**config.mk**
```make
export PLATFORM = sky130hd
export DESIGN_NAME = i_serdes_align_ctrl
export DESIGN_NICKNAME = d
export VERILOG_FILES = /design/src/rtl/i_serdes_align_pkg.sv /design/src/rtl/i_serdes_align_ctrl_timer.sv /design/src/rtl/i_serdes_align_ctrl.sv
export SDC_FILE = /design/constraint.sdc
export NUM_CORES = 1
export LEC_CHECK = 0
export BUFFER_PORTS_ARGS = -buffer_cell sky130_fd_sc_hd__buf_4
export CAP_MARGIN = 40
export CORE_MARGIN = 1.5
export CORE_UTILIZATION = 35
export CTS_BUF_LIST = sky130_fd_sc_hd__clkbuf_4 sky130_fd_sc_hd__clkbuf_8
export DETAILED_ROUTE_END_ITERATION = 8
export PLACE_DENSITY = 0.51
export SETUP_SLACK_MARGIN = 0.15
export SLEW_MARGIN = 30
export SYNTH_ARGS = -nofsm -noshare
export SYNTH_HDL_FRONTEND = slang
export SYNTH_HIERARCHICAL = 1
export SYNTH_SLANG_ARGS = --single-unit
```
**constraint.sdc**
```tcl
create_clock -name CLK -period 9.1 [get_ports CLK]
set_input_delay 2.275 -clock CLK [delete_from_list [all_inputs] [get_ports CLK]]
set_output_delay 2.275 -clock CLK [all_outputs]
set_load 0.1 [all_outputs]
```
**src/rtl/i_serdes_align_pkg.sv**
```systemverilog
// i_serdes_align_pkg: shared types and constants for the I_SERDES word-alignment
// controller. Holds the FSM state enum, counter widths and the pattern mask helper.
package i_serdes_align_pkg;

  localparam int MATCH_W = 8;   // consecutive-match counter
  localparam int SLIP_W  = 4;   // bitslips issued in one attempt
  localparam int TIMER_W = 16;  // WAIT_VALID timeout / SETTLE countdown

  typedef enum logic [2:0] {
    ST_IDLE,
    ST_WAIT_VALID,
    ST_CHECK,
    ST_SLIP,
    ST_SETTLE,
    ST_LOCKED,
    ST_ERROR
  } state_e;

  // Keep only the low 'width' bits of the 10-bit pattern. For width=10 the
  // shift wraps to zero and the subtraction yields an all-ones mask.
  function automatic logic [9:0] mask_pattern(input logic [9:0] pat, input int width);
    return pat & ((10'd1 << width) - 10'd1);
  endfunction

endpackage

```
**src/rtl/i_serdes_align_ctrl_timer.sv**
```systemverilog
// align_timer: loadable up/down counter with a zero flag. The controller uses
// it counting up as the WAIT_VALID timeout and counting down as the SETTLE delay.
// Ports: clk_i, rst_i (sync, active high), clr_i (to 0), load_i/load_val_i,
//        inc_i, dec_i, cnt_o (current value), zero_o (cnt_o == 0).
// Priority: clear > load > increment > decrement. Both directions saturate.
module align_timer
  import i_serdes_align_pkg::*;
#(
  parameter int W = TIMER_W
) (
  input  logic         clk_i,
  input  logic         rst_i,
  input  logic         clr_i,
  input  logic         load_i,
  input  logic [W-1:0] load_val_i,
  input  logic         inc_i,
  input  logic         dec_i,
  output logic [W-1:0] cnt_o,
  output logic         zero_o
);

  logic [W-1:0] cnt_q, cnt_d;

  always_comb begin
    cnt_d = cnt_q;
    if (clr_i)                        cnt_d = '0;
    else if (load_i)                  cnt_d = load_val_i;
    else if (inc_i && (cnt_q != '1))  cnt_d = cnt_q + 1'b1;
    else if (dec_i && (cnt_q != '0))  cnt_d = cnt_q - 1'b1;
  end

  always_ff @(posedge clk_i) begin
    if (rst_i) cnt_q <= '0;
    else       cnt_q <= cnt_d;
  end

  assign cnt_o  = cnt_q;
  assign zero_o = (cnt_q == '0);

endmodule

```
**src/rtl/i_serdes_align_ctrl.sv**
```systemverilog
// i_serdes_align_ctrl: word-alignment controller for one I_SERDES lane.
// On START it waits for DATA_VALID, compares each valid word with the training
// pattern and pulses BITSLIP_ADJ on every mismatch until MATCH_COUNT consecutive
// matches lock the lane, or the slip budget / WAIT_VALID timeout raises an error.
// Ports: CLK, RST (sync, active high), START (level), Q[WIDTH-1:0], DATA_VALID,
//        BITSLIP_ADJ, ALIGNED, ALIGN_ERROR, BUSY, SLIP_COUNT[3:0]. All outputs registered.
module i_serdes_align_ctrl
  import i_serdes_align_pkg::*;
#(
  parameter int         WIDTH            = 4,
  parameter logic [9:0] TRAINING_PATTERN = 10'h0F3,
  parameter int         MATCH_COUNT      = 8,
  parameter int         MAX_SLIPS        = 10,
  parameter int         SETTLE_CYCLES    = 4,
  parameter int         LOCK_TIMEOUT     = 1024
) (
  input  logic             CLK,
  input  logic             RST,
  input  logic             START,
  input  logic [WIDTH-1:0] Q,
  input  logic             DATA_VALID,
  output logic             BITSLIP_ADJ,
  output logic             ALIGNED,
  output logic             ALIGN_ERROR,
  output logic             BUSY,
  output logic [SLIP_W-1:0] SLIP_COUNT
);

  if (WIDTH < 3 || WIDTH > 10) begin : g_bad_width
    $error("i_serdes_align_ctrl: WIDTH must be 3..10");
  end
  if (MATCH_COUNT < 1 || MATCH_COUNT > 255) begin : g_bad_match
    $error("i_serdes_align_ctrl: MATCH_COUNT must be 1..255");
  end
  if (MAX_SLIPS < 1 || MAX_SLIPS > 15) begin : g_bad_slips
    $error("i_serdes_align_ctrl: MAX_SLIPS must be 1..15");
  end
  if (SETTLE_CYCLES < 1 || SETTLE_CYCLES > 255) begin : g_bad_settle
    $error("i_serdes_align_ctrl: SETTLE_CYCLES must be 1..255");
  end
  if (LOCK_TIMEOUT < 0 || LOCK_TIMEOUT > 65535) begin : g_bad_timeout
    $error("i_serdes_align_ctrl: LOCK_TIMEOUT must be 0..65535");
  end

  localparam logic [9:0]         PAT      = mask_pattern(TRAINING_PATTERN, WIDTH);
  localparam logic [MATCH_W-1:0] MC_LAST  = MATCH_W'(MATCH_COUNT - 1);
  localparam logic [SLIP_W-1:0]  SLIP_MAX = SLIP_W'(MAX_SLIPS);
  localparam bit                 TO_EN    = (LOCK_TIMEOUT != 0);
  localparam logic [TIMER_W-1:0] TO_LAST  = TIMER_W'(LOCK_TIMEOUT - 1);
  // SETTLE lasts SETTLE_CYCLES cycles: the timer is loaded one short and the
  // FSM leaves SETTLE in the cycle it reads zero.
  localparam logic [TIMER_W-1:0] SETTLE_LOAD = TIMER_W'(SETTLE_CYCLES - 1);

  state_e               state_q, state_d;
  logic [MATCH_W-1:0]   match_q, match_d;
  logic [SLIP_W-1:0]    slip_q, slip_d;
  logic                 tmr_clr, tmr_load, tmr_inc, tmr_dec, tmr_zero;
  logic [TIMER_W-1:0]   tmr_cnt;
  logic [9:0]           q_ext;
  logic                 word_ok;

  always_comb begin
    q_ext = '0;
    q_ext[WIDTH-1:0] = Q;
  end
  assign word_ok = (q_ext == PAT);

  align_timer #(.W(TIMER_W)) u_timer (
    .clk_i      (CLK),
    .rst_i      (RST),
    .clr_i      (tmr_clr),
    .load_i     (tmr_load),
    .load_val_i (SETTLE_LOAD),
    .inc_i      (tmr_inc),
    .dec_i      (tmr_dec),
    .cnt_o      (tmr_cnt),
    .zero_o     (tmr_zero)
  );

  always_comb begin
    state_d  = state_q;
    match_d  = match_q;
    slip_d   = slip_q;
    tmr_clr  = 1'b0;
    tmr_load = 1'b0;
    tmr_inc  = 1'b0;
    tmr_dec  = 1'b0;
    case (state_q)
      ST_IDLE, ST_LOCKED, ST_ERROR: begin
        if (START) begin
          state_d = ST_WAIT_VALID;
          match_d = '0;
          slip_d  = '0;
          tmr_clr = 1'b1;
        end
      end
      ST_WAIT_VALID: begin
        if (DATA_VALID) begin
          state_d = ST_CHECK;
        end else begin
          tmr_inc = 1'b1;
          if (TO_EN && (tmr_cnt == TO_LAST)) state_d = ST_ERROR;
        end
      end
      ST_CHECK: begin
        if (DATA_VALID) begin
          if (word_ok) begin
            if (match_q == MC_LAST) state_d = ST_LOCKED;
            else                    match_d = match_q + 1'b1;
          end else begin
            match_d = '0;
            state_d = (slip_q == SLIP_MAX) ? ST_ERROR : ST_SLIP;
          end
        end
      end
      ST_SLIP: begin
        slip_d   = slip_q + 1'b1;
        tmr_load = 1'b1;
        state_d  = ST_SETTLE;
      end
      ST_SETTLE: begin
        if (tmr_zero) begin
          state_d = ST_CHECK;
          match_d = '0;
        end else begin
          tmr_dec = 1'b1;
        end
      end
      default: state_d = ST_IDLE;
    endcase
  end

  // Outputs are registered from the next state so they line up with state_q.
  always_ff @(posedge CLK) begin
    if (RST) begin
      state_q     <= ST_IDLE;
      match_q     <= '0;
      slip_q      <= '0;
      BITSLIP_ADJ <= 1'b0;
      ALIGNED     <= 1'b0;
      ALIGN_ERROR <= 1'b0;
      BUSY        <= 1'b0;
    end else begin
      state_q     <= state_d;
      match_q     <= match_d;
      slip_q      <= slip_d;
      BITSLIP_ADJ <= (state_d == ST_SLIP);
      ALIGNED     <= (state_d == ST_LOCKED);
      ALIGN_ERROR <= (state_d == ST_ERROR);
      BUSY        <= (state_d == ST_WAIT_VALID) || (state_d == ST_CHECK) ||
                     (state_d == ST_SLIP) || (state_d == ST_SETTLE);
    end
  end

  assign SLIP_COUNT = slip_q;

endmodule
```
* Yosys cells after proc, flatten, opt, wreduce, memory -nomap -nowiden
Index checks and enable logic that the tools add are counted.
** Operators by class
- Add/subtract/negate cells :: 4
- Mux-type cells :: 27
- Equality and inequality tests :: 21
- Reduce and logical (&&, ||, !) cells :: 17
** Operator list (number)
- two-way mux 8 bit :: 5
- two-way mux 16 bit :: 2
- two-way mux 3 bit :: 8
- one-hot mux 8 bit (3 select lines) :: 1
- equality test 3 bit, second input constant :: 6
- adder 16 x 1 -> 16 bit, second input constant :: 1
- equality test 16 x 10 -> 1 bit, second input constant :: 1
- zero test 16 bit :: 1
- inequality test 16 bit, second input constant :: 1
- nonzero test 16 bit :: 1
- subtractor 16 x 1 -> 16 bit, second input constant :: 1
- one-hot mux 3 bit (5 select lines) :: 1
- equality test 3 x 2 -> 1 bit, second input constant :: 4
- adder 8 x 1 -> 8 bit, second input constant :: 1
- equality test 8 x 3 -> 1 bit, second input constant :: 1
- one-hot mux 4 bit (2 select lines) :: 1
- two-way mux 1 bit :: 7
- equality test 3 x 1 -> 1 bit, second input constant :: 2
- inequality test 2 bit, second input constant :: 3
- nonzero test 3 bit :: 2
- OR reduction 3 bit :: 2
- AND reduction 5 bit :: 1
- adder 4 x 1 -> 4 bit, second input constant :: 1
- equality test 4 x 2 -> 1 bit, second input constant :: 1
- 10 further kinds :: 14
** Word-level totals
- Bits in registers :: 35
- Logic and storage cells :: 78
- Input bits :: 8
- Output and inout bits :: 8

* Logic depth before layout (Yosys ltp)
Gate-level depths: netlist of run 1.
- Depth after elaboration :: 9
- Depth in mapped cells :: 12
- Depth with buffers taken out :: 11

* Modules after synthesis
Netlist of run 1, hierarchy kept.
** Modules (own cells, without submodules)
- align_timer :: times used 1, area an instance 1616.6 µm², sequential area each 320.3 µm², cells each 209
- i_serdes_align_ctrl :: times used 1, area an instance 1179.9 µm², sequential area each 380.4 µm², cells each 137

* Least setup slack after synthesis of run 1
OpenSTA, ideal clock, no wires.
- Path type :: in2reg
- From :: in DATA_VALID
- To :: reg u_timer.cnt_q[14], in the netlist u_timer/cnt_o[14]
- Library setup time :: 133 ps
- Path buffers :: 0
- Path slack :: 4766 ps
- Arrival :: 4201 ps
- Required time :: 8967 ps
- Stages on the path :: 11
- Path through :: inv_1 -> and2_1 -> o41ai_4 -> inv_2 -> fa_1 -> nor2b_1 -> o2111ai_1 -> a21o_1 -> a311oi_1 -> nand4b_1 -> nand3_1
** Between the ends
- Longest elaborated chain between the ends :: 4
- Elaborated cells on any way between the ends :: 5
- Those cells by class :: mux: 3; reduce/logical: 2
** Ends and longest elaborated chain
- from (decl) :: line i_serdes_align_ctrl.sv:21 : input logic DATA_VALID,
- two-way mux 1 bit * :: line i_serdes_align_ctrl.sv:98 : if (DATA_VALID) begin
- two-way mux 1 bit * :: line i_serdes_align_ctrl.sv:88 : case (state_q)
- net tmr_inc :: line i_serdes_align_ctrl.sv:57 : logic tmr_clr, tmr_load, tmr_inc, tmr_dec, tmr_zero;
- logical AND 1 bit * :: line i_serdes_align_ctrl_timer.sv:28 : else if (inc_i && (cnt_q != '1)) cnt_d = cnt_q + 1'b1;
- two-way mux 16 bit or nonzero test 2 bit (tied branches)
- to (signal assigned) :: line i_serdes_align_ctrl_timer.sv:34 : else cnt_q <= cnt_d;
- to (decl) :: line i_serdes_align_ctrl_timer.sv:22 : logic [W-1:0] cnt_q, cnt_d;
Mark *: on every way through the listed nets, which the timed path passes. The rest lies on a longest branch.
A chain may end at the register's enable or synchronous reset.

* Final worst setup path of run 1
Ends and elaborated chain as after synthesis.

==> results of run 1 <==
==> path summary, 6_finish.rpt <==
check	startpoint	end	slack [ps]	cells past startpoint
worst max-delay path	DATA_VALID	u_timer/cnt_o[14]$_SDFFE_PP0P_	4530	13
worst min-delay path	match_q[7]$_SDFFE_PP0P_	match_q[7]$_SDFFE_PP0P_	480	2
worst max register to register	state_q[0]$_SDFF_PP0_	u_timer/cnt_o[15]$_SDFFE_PP0P_	5820	11
worst min register to register	match_q[7]$_SDFFE_PP0P_	match_q[7]$_SDFFE_PP0P_	480	2
==> power breakdown <==
part           total, mW  internal [mW]  switching [mW]
sequential         0.180          0.163          0.0165
combinational      0.205         0.0838           0.122
clock              0.177          0.113          0.0640
==> flip-flops by register name, indices dropped and copies added, names as in the netlist <==
register,cells
u_timer/cnt_o,16
match_q,8
SLIP_COUNT,4
BUSY,1
ALIGN_ERROR,1
state_q,3
ALIGNED,1
BITSLIP_ADJ,1
==> critical path: stages <==
cell and delay (ps):
buf_4 90, inv_1 60, and2_1 200, o41ai_4 60, buf_4 310, inv_2 110
fa_1 380, nor2b_1 190, o2111ai_1 210, a21o_1 250, a311oi_1 340, nand4b_1 170
nand3_1 90
==> cells in the mapped netlist, types with 3 or more instances <==
master    count  area, µm²
clkbuf_1      5      18.77
a211oi_1      4      30.03
inv_1        14      52.55
o211ai_1      7      52.55
nor4_1        7      43.79
a21o_2        3      26.28
mux2i_1       3      30.03
and2_1        4      25.02
nor2b_1       5      31.28
nand4_1      12      75.07
xor2_1        4      35.03
buf_2         3      15.01
o21ai_0      21      105.1
a21oi_1      19      95.09
nor3_1        8      40.04
nand3_1       7      35.03
dfxtp_1      35      700.7
ha_1         19      237.7
xnor2_1      10      87.58
a31oi_1       6      37.54
o211a_1       4      40.04
nand2_1      29      108.9
a21o_1        4      30.03
and3_1        5      31.28
nor2_1       36      135.1
o21bai_1      4      30.03
==> per-stage QoR <==
stage / setup slack [ps] / cell area, µm² / utilization (%)
after detailed placement: 4284 / 3055 / 39.54
after floorplan: 4766 / 2853 / -
after global placement: 4301 / 3055 / 39.54
after CTS: 4585 / 3192 / 41.31
after global routing: 4335 / 3192 / 41.31
final: 4533 / 3192 / 41.31
==> per-layer routing <==
metal,vias to the layer above,part of all wire (%),track usage [%],wire (µm)
met2,34,47,28.74,3289
met1,1235,49,23.99,3440
met5,-,0,0,0
li1,1359,-,-,-
met4,0,1.2,5.513,82
met3,8,3.5,2.956,248
==> cells by family (layout without fill, tap and decap cells) <==
family | after synthesis | in the layout | share of synthesized area (%)
and+or+nand+nor | 143 | 143 | 28.68
AOI/OAI and AO/OA | 102 | 102 | 26.62
DFF | 35 | 35 | 25.06
buffers and inverters | 25 | 40 | 3.892
adders and majority gates | 20 | 20 | 9.217
xor gates and xnor gates | 14 | 14 | 4.385
muxes | 5 | 5 | 1.879
other | 2 | 17 | 0.2686
==> cell type report <==
type,count,area [µm²]
Clock buffer,6,76.32
Clock inverter,2,60.06
Fill cell,792,4536
Inverter,15,56.30
Multi-Input combinational cell,301,2043
Sequential cell,35,700.7
Tap cell,102,127.6
Timing Repair Buffer,17,127.6
==> placed cells by master (no fill, tap or decap), drive strengths merged, types with 8 or more instances in the layout <==
cell type	Yosys	final
inv	15	15
xnor2	10	10
and3	8	8
nor2	36	36
ha	19	19
nand4	13	13
a21oi	20	20
dfxtp	35	35
nand2	29	29
buf	5	17
o21ai	22	22
conb	2	17
nor3	9	9
nor4	10	10
==> reports/metrics.json, run 1 <==
{
  "die": {
    "num_io_pins": 16,
    "chip_height_um": 92.39,
    "placeableCoreArea_um2": 7727,
    "initial_core_util_pct": 36.19,
    "die_w_um": 92.39,
    "row_count": 32,
    "die-area_um2": 8535
  },
  "yosys": {
    "syn-instance-count": 346,
    "synth_enable_flop_cells": 0,
    "yosys.cell_types.count": 76,
    "post_synth_instance_area_um2": 2796,
    "synth_async_sr_flop_share_pct": 0,
    "ys_warn_count": 6,
    "synth_flop_cell": "dfxtp_1",
    "synth-seq-cells": 35,
    "synthesis.area_per_instance_um2": 8.082,
    "synth.yosys.seq_area_share_pct": 25.06
  },
  "cts": {
    "h-tree-depth": 2,
    "cts_made_buffers": 5,
    "worst_setup_hold_path_clk_slew_ps": 80,
    "cts.sinks": 35,
    "clock_latency_ps": 290,
    "cts_tree": "done",
    "ctsResizeCount": 0,
    "cts_root_buffer_type": "clkbuf_8",
    "post_cts.repair.setup_buffers": 0,
    "clock_tree.buffer_depth": 2,
    "hold_buffers": 0
  },
  "layout": {
    "layout_net_count": 403,
    "diodes": 0,
    "layout_cell_share_with_drive_strength_beyond_1_pct": 13.03,
    "syn_to_final_growth_pct": 14.14,
    "finalNonFillerCells": 478
  },
  "place": {
    "finalWeightedCongestion": 0.8390,
    "place_hpwl_um": 5172,
    "io_buffer_count": 15,
    "post-place-cells": 470
  },
  "sta": {
    "totalNegativeSetupSlack_ps": 0,
    "timing.final.hold_violations": 0,
    "crit_share_post_route_pct": 50.19,
    "maxClockFrequency_ghz": 0.2190,
    "slew_violations": 0,
    "least_margin_pin_slew_ps": 781.0,
    "hold_slack_ps": 480.5,
    "unrepaired_setup_endpoints_after_global_routing": "no",
    "period_minus_slack_ps": 4567,
    "setup_violations_final": 0,
    "maxSlewHeadroom_pct": 47.88,
    "final.setup_skew_ps": 2.644
  },
  "setup_path": {
    "critical_path_class": "in2reg",
    "worstPathRequired_ps": 9270,
    "crit_path_start_kind": "primary input",
    "end_kind": "flip-flop",
    "worst-endpoint-arrival_ps": 4740,
    "critical_path_peak_fanout": 21
  },
  "global_routing": {
    "grt_pass1_vias": 2513,
    "largest_net_degree_at_the_start_of_global_routing": 26,
    "grt_overflow_total": 0,
    "grt_first_pass_wirelength_um": 12040,
    "antenna_found_initial": 0,
    "grt_use_total_pct": 17.76
  },
  "detailed_routing": {
    "wirelength_um": 7061,
    "drt-wirelength-per-cell_um": 14.77,
    "drt.antenna.violating_nets": 0,
    "num_vias": 2636,
    "viasPerCell": 5.515,
    "first_iter_violations": 127,
    "drtPass1Iterations": 4,
    "detail_route.drc_violations": 0
  },
  "power": {
    "vdd_ir_drop_max_uv": 89.16,
    "static-leakage-power_nw": 1.311,
    "power_per_cell_area_nw_per_um2": 175.9,
    "report.power.total_uw": 561.6
  },
  "job": {
    "timing.max_cap.violations": 0
  },
  "hold_path": {
    "worstHoldPathType": "reg2reg"
  },
  "outcome": {
    "run_status": "completed"
  }
}
No activity file was read; power rests on OpenSTA's default activity.
==> run 2, diff against run 1 <==
- PLACE_DENSITY: 0.51 -> 0.52
- clock period: 9.1 -> 3.8 ns (I/O delays scaled with it)
==> reports/metrics.json, run 2 (synthesis gave the netlist of run 1 again) <==
{
  "die": {
    "placeableCoreArea_um2": 7727,
    "num_io_pins": 16,
    "die-area_um2": 8535,
    "chip_height_um": 92.39,
    "die_w_um": 92.39,
    "row_count": 32,
    "initial_core_util_pct": 36.19
  },
  "layout": {
    "layout_common_cells": "nor2_1, dfxtp_1, nand2_1, buf_4, o21ai_0",
    "layout_commonest_cell": "nor2_1",
    "fillCellCount": 784,
    "final_cell_area_um2": 3208,
    "finalNonFillerCells": 486,
    "layout_cell_share_with_drive_strength_beyond_1_pct": 14.84,
    "layout_net_count": 411,
    "diodes": 0,
    "largest_register_ffs": 16,
    "syn_to_final_growth_pct": 14.72
  },
  "sta": {
    "unrepaired_setup_endpoints_after_global_routing": "no",
    "setup_violations_final": 0,
    "maxClockFrequency_ghz": 0.2972,
    "least_margin_pin_slew_ps": 794.5,
    "timing.final.hold_violations": 0,
    "totalNegativeSetupSlack_ps": 0,
    "slew_violations": 0,
    "period_minus_slack_ps": 3364,
    "maxSlewHeadroom_pct": 46.98,
    "final.setup_skew_ps": 10.69,
    "crit_share_post_route_pct": 88.53
  },
  "global_routing": {
    "grt_pass1_vias": 2447,
    "antenna_found_initial": 0,
    "grt_use_total_pct": 18.09,
    "largest_net_degree_at_the_start_of_global_routing": 26,
    "grt_overflow_total": 0,
    "grt_first_pass_wirelength_um": 12310
  },
  "place": {
    "finalWeightedCongestion": 0.9063,
    "place_hpwl_um": 5438,
    "io_buffer_count": 15,
    "post-place-cells": 478,
    "dpl_cell_area_um2": 3119
  },
  "detailed_routing": {
    "drtPass1Iterations": 5,
    "drt.antenna.violating_nets": 0,
    "wirelength_um": 7273,
    "detail_route.drc_violations": 0,
    "first_iter_violations": 173,
    "num_vias": 2699,
    "drt-wirelength-per-cell_um": 14.97,
    "viasPerCell": 5.553
  },
  "setup_path": {
    "critical_path_class": "reg2reg",
    "crit_path_start_kind": "flip-flop",
    "end_kind": "flip-flop",
    "critical_path_peak_fanout": 11,
    "worst-endpoint-arrival_ps": 3540,
    "worstPathRequired_ps": 3980
  },
  "cts": {
    "cts_tree": "done",
    "cts_made_buffers": 5,
    "ctsResizeCount": 0,
    "h-tree-depth": 2,
    "cts.sinks": 35,
    "worst_setup_hold_path_clk_slew_ps": 80,
    "clock_latency_ps": 290,
    "hold_buffers": 0,
    "clock_tree.buffer_depth": 2,
    "post_cts.repair.setup_buffers": 0,
    "cts_root_buffer_type": "clkbuf_8"
  },
  "job": {
    "timing.max_cap.violations": 0
  },
  "power": {
    "power_per_cell_area_nw_per_um2": 381.1,
    "report.power.total_mw": 1.223,
    "static-leakage-power_nw": 1.332,
    "vdd_ir_drop_max_uv": 136.6
  },
  "outcome": {
    "run_status": "completed"
  },
  "hold_path": {
    "worstHoldPathType": "reg2reg"
  }
}
-- run 2: path summary, 6_finish.rpt --
check | from | end | slack (ps) | cells after the start
worst min register to register | match_q[7]$_SDFFE_PP0P_ | match_q[7]$_SDFFE_PP0P_ | 490 | 2
worst max-delay path | u_timer/cnt_o[12]$_SDFFE_PP0P_ | u_timer/cnt_o[14]$_SDFFE_PP0P_ | 440 | 11
worst min-delay path | match_q[7]$_SDFFE_PP0P_ | match_q[7]$_SDFFE_PP0P_ | 490 | 2
worst max register to register | u_timer/cnt_o[12]$_SDFFE_PP0P_ | u_timer/cnt_o[14]$_SDFFE_PP0P_ | 440 | 11
-- run 2: critical path, stage by stage, from the launching register on --
cell	delay (ps)
dfxtp_1	410
nand4_1	190
o41ai_4	770
buf_6	250
inv_2	80
fa_1	370
nor2b_1	190
o2111ai_1	200
a21o_1	250
a311oi_1	310
nand4b_1	150
nand3_1	70
-- run 2: layout make-up --
class / count / area [µm²] / share of cell area (%)
multi-input cells: 301 / 2043 / 63.69
flip-flops and latches: 35 / 700.7 / 21.84
repair buffers: 25 / 191.4 / 5.967
well taps: 102 / 127.6 / 3.978
clock buffers: 6 / 76.32 / 2.379
inverters: 15 / 56.30 / 1.755
clock inverters: 2 / 12.51 / 0.3900
-- run 2: layer usage --
layer | global-route usage (%) | up-vias | share of wire [%]
met5 | 0 | - | 0
met4 | 5.128 | 0 | 1.2
met3 | 3.530 | 9 | 4.7
met2 | 26.90 | 71 | 43
met1 | 26.24 | 1254 | 51
li1 | - | 1365 | -
-- run 2: power breakdown --
group          internal, mW  switching, mW  total [mW]
registers             0.391         0.0335       0.424
clock network         0.135          0.144       0.280
logic                 0.210          0.309       0.519
-- run 2: stage by stage --
step           hold WS (ps)  util (%)  setup slack, ps
6_report              493.4     41.52            435.7
5_1_grt               536.4     41.52            178.1
3_5_place_dp          483.4     40.37            301.7
4_1_cts               494.8     41.52            456.7
2_1_floorplan         452.0         -            717.5
3_3_place_gp          471.0     40.22            310.6
==> run 3, diff against run 2 <==
- ABC_AREA: unset -> 1
- CORE_UTILIZATION: 35 -> 40
- PLACE_DENSITY: 0.52 -> 0.58
==> reports/metrics.json, run 3 <==
{
  "setup_path": {
    "worst_r2r_path_cells": 14,
    "critical_path.top_delay_family": "simple AND/OR/NAND/NOR gates",
    "cp_slowest_stage_delay_ps": 540,
    "rr_endpoint": "u_timer/cnt_o[14]$_SDFFE_PP0P_",
    "worst-endpoint-arrival_ps": 3150,
    "critical_path_cell_count": 14,
    "rr_startpoint": "u_timer/cnt_o[15]$_SDFFE_PP0P_",
    "crit_path_start_kind": "flip-flop",
    "end_kind": "flip-flop",
    "worstPathRequired_ps": 3960,
    "critical_path_class": "reg2reg",
    "reg2reg_slack_ps": 810,
    "launch_point_of_the_critical_path": "u_timer/cnt_o[15]$_SDFFE_PP0P_",
    "path_common_cell": "nand2_1",
    "critical_path.cell_chain": "nand2_1, nor2_1, nand2_1, o21ai_4, inv_1, fa_1, o21ai_2, nand2_1, nand2_1, nand2_1, nand3_1, nand3_1, nand2_1, a21oi_2",
    "timing.critical_path.buf_inv": 1,
    "critical_path.endpoint": "u_timer/cnt_o[14]$_SDFFE_PP0P_",
    "critical_path_peak_fanout": 19,
    "crit_path_top_delay_cell": "o21ai_4"
  },
  "cts": {
    "clock_tree.buffer_depth": 2,
    "worst_setup_hold_path_clk_slew_ps": 80,
    "ctsResizeCount": 0,
    "post_cts.repair.setup_buffers": 0,
    "cts_root_buffer_type": "clkbuf_8",
    "cts_tree": "done",
    "hold_buffers": 0,
    "cts.sinks": 35,
    "cts_made_buffers": 5,
    "h-tree-depth": 2,
    "clock_latency_ps": 290
  },
  "yosys": {
    "synth-seq-cells": 35,
    "post_synth_instance_area_um2": 2992,
    "synthesis.area_per_instance_um2": 5.971,
    "post_synth_main_area_contributors": "dfxtp_1, nand2_1, inv_1",
    "synth_async_sr_flop_share_pct": 0,
    "ys_warn_count": 6,
    "yosys.cell_types.count": 33,
    "synth.yosys.seq_area_share_pct": 23.42,
    "synthTopCellsByCount": "nand2_1, inv_1, nor2_1",
    "synth_flop_cell": "dfxtp_1",
    "area_share_of_the_leading_cell_type_in_the_synthesized_netlist_pct": 23.42,
    "synth_enable_flop_cells": 0,
    "syn-instance-count": 501,
    "synthMostInstantiatedCell": "nand2_1",
    "post-synth-top-area-cell": "dfxtp_1"
  },
  "die": {
    "placeableCoreArea_um2": 7253,
    "num_io_pins": 16,
    "chip_height_um": 89.48,
    "die-area_um2": 8007,
    "initial_core_util_pct": 41.25,
    "die_w_um": 89.48,
    "row_count": 31
  },
  "sta": {
    "crit_share_post_route_pct": 78.56,
    "maxSlewHeadroom_pct": 58.01,
    "final.setup_skew_ps": 10.98,
    "unrepaired_setup_endpoints_after_global_routing": "no",
    "least_margin_pin_slew_ps": 627.4,
    "setup_violations_final": 0,
    "totalNegativeSetupSlack_ps": 0,
    "period_minus_slack_ps": 2985,
    "slew_violations": 0,
    "timing.final.hold_violations": 0,
    "maxClockFrequency_ghz": 0.3350
  },
  "place": {
    "place_hpwl_um": 5419,
    "finalWeightedCongestion": 0.8687,
    "io_buffer_count": 15
  },
  "layout": {
    "diodes": 0,
    "finalCoreUtilization_pct": 46.44,
    "fillCellCount": 788,
    "layout_common_cells": "nand2_1, inv_1, nor2_1, nand3_1, a21oi_1",
    "largest_register_ffs": 16,
    "syn_to_final_growth_pct": 12.59,
    "layout_commonest_cell": "nand2_1",
    "layout_cell_share_with_drive_strength_beyond_1_pct": 10.90,
    "layout_net_count": 559
  },
  "power": {
    "vdd_ir_drop_max_uv": 191.3,
    "power_per_cell_area_nw_per_um2": 485.8,
    "static-leakage-power_nw": 1.784
  },
  "global_routing": {
    "largest_net_degree_at_the_start_of_global_routing": 23,
    "grt_pass1_vias": 2732,
    "grt_overflow_total": 0,
    "grt_first_pass_wirelength_um": 12340,
    "grt_use_total_pct": 19.83,
    "antenna_found_initial": 0
  },
  "hold_path": {
    "worstHoldPathType": "reg2reg"
  },
  "detailed_routing": {
    "num_vias": 2933,
    "first_iter_violations": 142,
    "drtPass1Iterations": 4,
    "viasPerCell": 4.648,
    "wirelength_um": 7017,
    "drt-wirelength-per-cell_um": 11.12,
    "detail_route.drc_violations": 0,
    "drt.antenna.violating_nets": 0
  },
  "outcome": {
    "run_status": "completed"
  },
  "job": {
    "timing.max_cap.violations": 0
  }
}
-- run 3: how the worst min path moves through the flow --
| stage | endpoint | startpoint | slack (ps) | depth (start not counted) |
|---|---|---|---|---|
| floorplan | match_q[7]$_SDFFE_PP0P_ | match_q[7]$_SDFFE_PP0P_ | 460 | 2 |
| global placement | match_q[7]$_SDFFE_PP0P_ | match_q[7]$_SDFFE_PP0P_ | 470 | 2 |
| detailed placement | match_q[7]$_SDFFE_PP0P_ | match_q[7]$_SDFFE_PP0P_ | 470 | 2 |
| CTS | match_q[7]$_SDFFE_PP0P_ | match_q[7]$_SDFFE_PP0P_ | 480 | 2 |
| global route | match_q[7]$_SDFFE_PP0P_ | match_q[7]$_SDFFE_PP0P_ | 510 | 2 |
| finish | match_q[7]$_SDFFE_PP0P_ | match_q[7]$_SDFFE_PP0P_ | 480 | 2 |
-- run 3: power by group --
group / switching [mW] / internal (mW) / total, mW
logic: 0.551 / 0.300 / 0.850
clock network: 0.145 / 0.195 / 0.341
registers: 0.0450 / 0.400 / 0.445
total: 0.741 / 0.896 / 1.64
-- run 3: layer usage --
layer  up-vias  global-route usage [%]  part of all wire (%)
met5         -                       0                     0
met4         0                   3.916                  0.50
met3         2                   3.416                   4.3
met2        43                   32.06                    45
met1      1256                   27.81                    50
li1       1632                       -                     -
-- run 3: worst register-to-register path, delay by kind of cell, from the launching register on --
kind                     cells  cell delay (ps)
AO/OA/AOI/OAI                3              860
adder cells (fa/ha/maj)      1              450
buffers and inverters        1              120
flip-flops                   1              450
AND/OR/NAND/NOR              9              980
-- run 3: logic make-up (layout without fill, tap and decap cells) --
| kind of cell | Yosys count | count (layout) | synth area share (%) |
|---|---|---|---|
| xor gates and xnor gates | 6 | 6 | 1.757 |
| buffers and inverters | 89 | 106 | 11.75 |
| DFF | 35 | 35 | 23.42 |
| adders and majority gates | 20 | 20 | 8.616 |
| and+or+nand+nor | 271 | 271 | 38.77 |
| AOI/OAI and AO/OA | 78 | 78 | 15.43 |
| other | 2 | 16 | 0.2510 |
-- run 3: through the flow --
stage          cells  instance area [µm²]  power, mW  setup slack, ps  hold WS [ps]
2_1_floorplan    515                 3044      1.138             1139         458.8
3_3_place_gp     622                 3241      1.296            596.6         471.9
3_5_place_dp     623                 3256      1.300            661.6         470.6
4_1_cts          631                 3368      1.649            815.5         482.6
5_1_grt          631                 3368      1.809            478.4         507.7
6_report         631                 3368      1.636            814.6         482.7
-- run 3: cell type report --
cell class | instances | area, µm² | share of cell area (%)
Timing Repair Buffer | 17 | 135.1 | 4.012
Inverter | 81 | 304.0 | 9.027
Clock inverter | 3 | 43.79 | 1.300
Tap cell | 99 | 123.9 | 3.678
Multi-Input combinational cell | 391 | 1992 | 59.14
Clock buffer | 5 | 68.82 | 2.043
Sequential cell | 35 | 700.7 | 20.80
